### src/rtl/load_store_unit.sv
// Load/store unit: turns core load/store requests into single-port word accesses,
// doing read-modify-write for sub-word stores and sign/zero extension for loads.
module load_store_unit #(
  parameter int unsigned MEM_BYTES = 1024
) (
  input  logic        clk,
  input  logic        rst_n,
  input  logic        req_valid,
  output logic        req_ready,
  input  logic        req_we,
  input  logic [1:0]  req_size,
  input  logic        req_unsigned,
  input  logic [31:0] req_addr,
  input  logic [31:0] req_wdata,
  output logic        resp_valid,
  input  logic        resp_ready,
  output logic [31:0] resp_rdata,
  output logic        resp_err,
  output logic        mem_read,
  output logic        mem_write,
  output logic [31:0] mem_addr,
  output logic [31:0] mem_wdata,
  input  logic [31:0] mem_rdata
);

  localparam int unsigned AW = 32;
  localparam int unsigned DW = 32;
  localparam logic [1:0]  SZ_B = 2'b00;
  localparam logic [1:0]  SZ_H = 2'b01;
  localparam logic [1:0]  SZ_W = 2'b10;
  localparam logic [1:0]  SZ_X = 2'b11;

  typedef enum logic [1:0] {IDLE, RD, WR, RESP} state_t;

  state_t          state;
  state_t          next_state;

  logic            we_q;
  logic            uns_q;
  logic [1:0]      size_q;
  logic [AW-1:0]   addr_q;
  logic [DW-1:0]   wdata_q;

  logic            accept;
  logic            req_bad;
  logic [AW-1:0]   mem_addr_nxt;
  logic [DW-1:0]   mem_wdata_nxt;
  logic [DW-1:0]   resp_rdata_nxt;
  logic            resp_err_nxt;

  // Pick the addressed lane out of a memory word and extend it to 32 bits.
  function automatic logic [DW-1:0] extend_load(input logic [DW-1:0] word,
                                                 input logic [1:0]    lane,
                                                 input logic [1:0]    size,
                                                 input logic          uns);
    logic [DW-1:0] sh;
    sh = word >> {lane, 3'b000};
    case (size)
      SZ_B:    extend_load = uns ? {24'h0, sh[7:0]}  : {{24{sh[7]}}, sh[7:0]};
      SZ_H:    extend_load = uns ? {16'h0, sh[15:0]} : {{16{sh[15]}}, sh[15:0]};
      default: extend_load = word;
    endcase
  endfunction

  // Replace the target lane of a memory word with right-aligned store data.
  function automatic logic [DW-1:0] merge_word(input logic [DW-1:0] word,
                                                input logic [1:0]    lane,
                                                input logic [1:0]    size,
                                                input logic [DW-1:0] data);
    logic [DW-1:0] mask;
    mask = (size == SZ_B) ? 32'h0000_00FF : 32'h0000_FFFF;
    merge_word = (word & ~(mask << {lane, 3'b000})) | ((data & mask) << {lane, 3'b000});
  endfunction

  assign accept = req_valid & req_ready;

  // Misaligned, illegal-size and out-of-range requests never reach memory.
  always_comb begin
    req_bad = 1'b0;
    if (req_addr >= AW'(MEM_BYTES))                  req_bad = 1'b1;
    if (req_size == SZ_X)                            req_bad = 1'b1;
    if ((req_size == SZ_H) && req_addr[0])           req_bad = 1'b1;
    if ((req_size == SZ_W) && (req_addr[1:0] != 2'b00)) req_bad = 1'b1;
  end

  // Next state and next values of the registered outputs.
  always_comb begin
    next_state     = state;
    mem_wdata_nxt  = '0;
    mem_addr_nxt   = '0;
    resp_rdata_nxt = resp_rdata;
    resp_err_nxt   = resp_err;
    unique case (state)
      IDLE: begin
        if (accept) begin
          resp_rdata_nxt = '0;
          resp_err_nxt   = 1'b0;
          if (req_bad) begin
            next_state   = RESP;
            resp_err_nxt = 1'b1;
          end else if (req_we && (req_size == SZ_W)) begin
            next_state    = WR;
            mem_wdata_nxt = req_wdata;
          end else begin
            next_state = RD;
          end
        end
      end
      RD: begin
        if (we_q) begin
          next_state    = WR;
          mem_wdata_nxt = merge_word(mem_rdata, addr_q[1:0], size_q, wdata_q);
        end else begin
          next_state     = RESP;
          resp_rdata_nxt = extend_load(mem_rdata, addr_q[1:0], size_q, uns_q);
          resp_err_nxt   = 1'b0;
        end
      end
      WR: begin
        next_state = RESP;
      end
      RESP: begin
        if (resp_ready) begin
          next_state     = IDLE;
          resp_rdata_nxt = '0;
          resp_err_nxt   = 1'b0;
        end
      end
      default: begin
        next_state = IDLE;
      end
    endcase
    if ((next_state == RD) || (next_state == WR)) begin
      mem_addr_nxt = (state == IDLE) ? {req_addr[AW-1:2], 2'b00} : {addr_q[AW-1:2], 2'b00};
    end
  end

  // State and registered outputs; mem_* depend only on these flops.
  always_ff @(posedge clk or negedge rst_n) begin
    if (!rst_n) begin
      state      <= IDLE;
      req_ready  <= 1'b0;
      resp_valid <= 1'b0;
      resp_rdata <= '0;
      resp_err   <= 1'b0;
      mem_read   <= 1'b0;
      mem_write  <= 1'b0;
      mem_addr   <= '0;
      mem_wdata  <= '0;
    end else begin
      state      <= next_state;
      req_ready  <= (next_state == IDLE);
      resp_valid <= (next_state == RESP);
      resp_rdata <= resp_rdata_nxt;
      resp_err   <= resp_err_nxt;
      mem_read   <= (next_state == RD);
      mem_write  <= (next_state == WR);
      mem_addr   <= mem_addr_nxt;
      mem_wdata  <= mem_wdata_nxt;
    end
  end

  // Request fields captured at the handshake.
  always_ff @(posedge clk or negedge rst_n) begin
    if (!rst_n) begin
      we_q    <= 1'b0;
      uns_q   <= 1'b0;
      size_q  <= SZ_B;
      addr_q  <= '0;
      wdata_q <= '0;
    end else if (accept) begin
      we_q    <= req_we;
      uns_q   <= req_unsigned;
      size_q  <= req_size;
      addr_q  <= req_addr;
      wdata_q <= req_wdata;
    end
  end

endmodule

### config.mk
export PLATFORM = sky130hd
export DESIGN_NAME = load_store_unit
export DESIGN_NICKNAME = d
export VERILOG_FILES = /design/src/rtl/load_store_unit.sv
export SDC_FILE = /design/constraint.sdc
export NUM_CORES = 1
export LEC_CHECK = 0
export ABC_CLOCK_PERIOD_IN_PS = 2750
export BUFFER_PORTS_ARGS = -buffer_cell sky130_fd_sc_hd__buf_2
export CORE_MARGIN = 8
export CORE_UTILIZATION = 35
export CTS_CLUSTER_DIAMETER = 100
export DETAILED_ROUTE_END_ITERATION = 16
export HOLD_SLACK_MARGIN = 0.03
export PLACE_DENSITY = 0.57
export RECOVER_POWER = 25
export SETUP_SLACK_MARGIN = 0.3
export SLEW_MARGIN = 0
export SYNTH_ARGS = -nofsm -noshare
export SYNTH_HDL_FRONTEND = slang
export SYNTH_SLANG_ARGS = --single-unit
### constraint.sdc
create_clock -name clk -period 2.75 [get_ports clk]
set_clock_uncertainty 0.05 [all_clocks]
set_input_delay 0.1375 -clock clk [delete_from_list [all_inputs] [get_ports clk]]
set_output_delay 0.1375 -clock clk [all_outputs]
set_load 0.005 [all_outputs]
==> flow_summary.json <==
{
  "timing.max_cap.violations": 1,
  "synth_compound_area_frac": 0.211,
  "cts_tree": "yes",
  "start_util": 0.355,
  "cp.required_ns": 3.03,
  "post-place-ws_ns": 0.411,
  "synth_edf_count": 0,
  "via_per_inst": 5.31,
  "crit_start": "req_addr[29]",
  "violations": "capacitance limit, slew limit",
  "relSlewSlack": -0.0973,
  "clk_pin_slew_ns": 0.06,
  "crit_path_start_kind": "primary input",
  "yosys_most_used_dff": "dfrtp_1",
  "die-area_sq_mm": 0.0244,
  "root_buffer": "clkbuf_16",
  "rsz0062_at_grt": "no",
  "worst_skew_pair.late_latency_ns": 0.42,
  "cts.sinks": 153,
  "worst-setup-path-type": "in -> reg",
  "grt_pass1_wl_um": 36800,
  "outcome": "finished, violations left",
  "avgSynthCellArea_sq_um": 11.4,
  "hold_violations": 0,
  "postLayoutCoreUtil": 0.495,
  "cts_buffers": 17,
  "core_area_sq_mm": 0.0194,
  "io_pins": 205,
  "leakage_nw": 4.52,
  "dpl.hpwl_um": 16800,
  "slew_violations": 65,
  "yosys.area_share.simple": 0.0715,
  "vias": 6149,
  "hold_slack_ns": 0.0457,
  "yosysWarnings": 0,
  "worst_pin_slew_ns": 1.65,
  "final.setup.worst_slack_ns": 0.356,
  "synth_mux_area_frac": 0.122,
  "period_share": 0.871,
  "finalSetupViolCount": 0,
  "layout-drive-gt1-share": 0.319,
  "async_flop_share": 1.00,
  "drc": 0,
  "area_growth_syn_to_layout_pct": 39.3,
  "synth_top_family_by_area": "compound AO/OA/AOI/OAI gates",
  "synth_xor_area_frac": 0,
  "peakVddDrop_v": 0.000543,
  "period_needed_ns": 2.39,
  "grt_pass1_vias": 6533,
  "cts-htree-levels": 4,
  "cp_max_fo": 30,
  "synth-seq-area-share": 0.556,
  "wire_per_inst_um": 20.7,
  "power.density_mw_per_mm2": 1020,
  "gr-total-overflow": 0,
  "drt_iter0_markers": 419,
  "r2r_start": "addr_q[0]$_DFFE_PN0P_",
  "ys_types": 43,
  "grt_max_degree": 66,
  "cp.arrival_ns": 2.67,
  "drt_pass1_iterations": 5,
  "cts.path.max_buffers": 2,
  "synthAdderAreaFrac": 0.00726,
  "die-height_um": 156,
  "post_cts_buffers": 0,
  "fp-row-count": 51,
  "fin_nets": 986,
  "syn-cell-area_sq_mm": 0.00689,
  "synth_seq_cells": 153,
  "port_buffers": 202,
  "grt_usage": 0.194,
  "postSynthCellCount": 603,
  "totalNegativeSetupSlack_ns": 0,
  "dieWidth_um": 156,
  "gp_congestion": 0.845,
  "hold_path_startpoint": "mem_rdata[3]",
  "fmax_mhz": 418,
  "min_path_type": "in -> reg",
  "drt-total-wl_um": 23900,
  "end_kind": "register",
  "ant_nets": 0,
  "antenna_found_initial": 2
}
-- layout by cell type (no fill, tap or decap), types with 9 or more instances in the layout --
cell type | synthesis | routed
buf_2 | 5 | 173
clkbuf_1 | 40 | 30
a21oi_1 | 48 | 48
a221o_1 | 17 | 17
a32o_1 | 9 | 9
dlygate4sd3_1 | 0 | 85
o21ai_0 | 37 | 37
buf_4 | 2 | 16
o2bb2ai_1 | 47 | 47
a22oi_1 | 17 | 16
mux2i_1 | 23 | 23
nand2_1 | 78 | 78
clkbuf_16 | 0 | 17
dfrtp_1 | 153 | 152
mux2_2 | 52 | 52
-- synth_stat cells (3+ instances only) --
library cell | instances | area (sq um)
nand2_1 | 78 | 293
nor2_1 | 7 | 26.3
nor3_1 | 3 | 15.0
nor4_1 | 5 | 31.3
nor2b_1 | 3 | 18.8
o21ai_0 | 37 | 185
a32o_1 | 9 | 90.1
a221oi_1 | 6 | 52.6
nand3_1 | 3 | 15.0
ha_1 | 4 | 50.1
o22ai_1 | 6 | 37.5
clkbuf_1 | 40 | 150
mux2_2 | 52 | 586
o2bb2ai_1 | 47 | 412
a22oi_1 | 17 | 128
a21o_1 | 6 | 45.0
o21ai_1 | 4 | 20.0
nor3b_1 | 3 | 22.5
a21oi_1 | 48 | 240
a221o_1 | 17 | 170
dfrtp_1 | 153 | 3830
buf_2 | 5 | 25.0
mux2i_1 | 23 | 230
-- final cells by class --
type	instances	area [sq um]
Antenna cell	2	5.00
Clock buffer	21	460
Clock inverter	10	95.1
Fill cell	1787	9800
Inverter	4	15.0
Multi-Input combinational cell	397	2880
Sequential cell	153	3830
Tap cell	265	332
Timing Repair Buffer	305	1990
-- registers in the layout, summed over array words and instances, names as in the netlist, 2 cells and up --
signal      flops
mem_wdata      32
state           2
resp_rdata     32
wdata_q        16
addr_q         32
mem_addr       30
size_q          2
-- per-layer routing --
layer / track usage / vias to the layer above / wire [um] / part of all wire
met1: 0.235 / 3065 / 9850 / 0.41
met5: 0 / - / 21 / 0.00088
li1: - / 2795 / - / -
met3: 0.0582 / 51 / 1800 / 0.075
met2: 0.315 / 234 / 11500 / 0.48
met4: 0.0842 / 4 / 722 / 0.030
-- worst max-delay path: stages --
cell,delay [ns]
dlygate4sd3_1,0.53
buf_2,0.14
nor4_2,0.32
and4_1,0.29
nand2_1,0.14
o311a_1,0.42
ha_1,0.32
buf_12,0.18
a21oi_1,0.18
-- power breakdown --
part	leakage (nW)	internal, mW	total, mW	switching [mW]
Combinational	2.27	1.76	4.00	2.24
Sequential	1.98	3.06	3.59	0.535
Clock	0.270	1.29	2.23	0.943
Total	4.52	6.11	9.83	3.71
-- cells by family after synthesis --
family,after synthesis
AOI/OAI and AO/OA,205
DFF,153
and+or+nand+nor,110
muxes,76
buffers and inverters,54
adders and majority gates,4
other,1
-- path summary, 6_finish.rpt --
| path | end | slack, ns | cells after the start |
|---|---|---|---|
| worst max-delay path | mem_addr[24]$_DFF_PN0_ | 0.36 | 9 |
| worst min-delay path | mem_wdata[3]$_DFF_PN0_ | 0.05 | 3 |
| worst max register to register | mem_wdata[16]$_DFF_PN0_ | 0.48 | 5 |
| worst min register to register | resp_rdata[0]$_DFFE_PN0P_ | 0.43 | 1 |
| max in group asynchronous | addr_q[29]$_DFFE_PN0P_ | 0.75 | 3 |
| min in group asynchronous | mem_wdata[1]$_DFF_PN0_ | 0.66 | 2 |
-- repair_timing --
action / CTS / global route
resized for setup: 0 / 4
hold buffers: 85 / 0
hold endpoints to repair: 193 / 0
setup endpoints to repair: 0 / 15
-- stage by stage --
stage	cell area, sq um	power, mW	instances
3_5_place_dp	8200	7.52	1039
4_1_cts	9610	9.91	1155
3_3_place_gp	8200	7.38	1039
6_report	9600	9.83	1157
5_1_grt	9590	10.5	1155
2_1_floorplan	6900	6.01	604
Note: power is estimated with default switching activity, not from simulation.
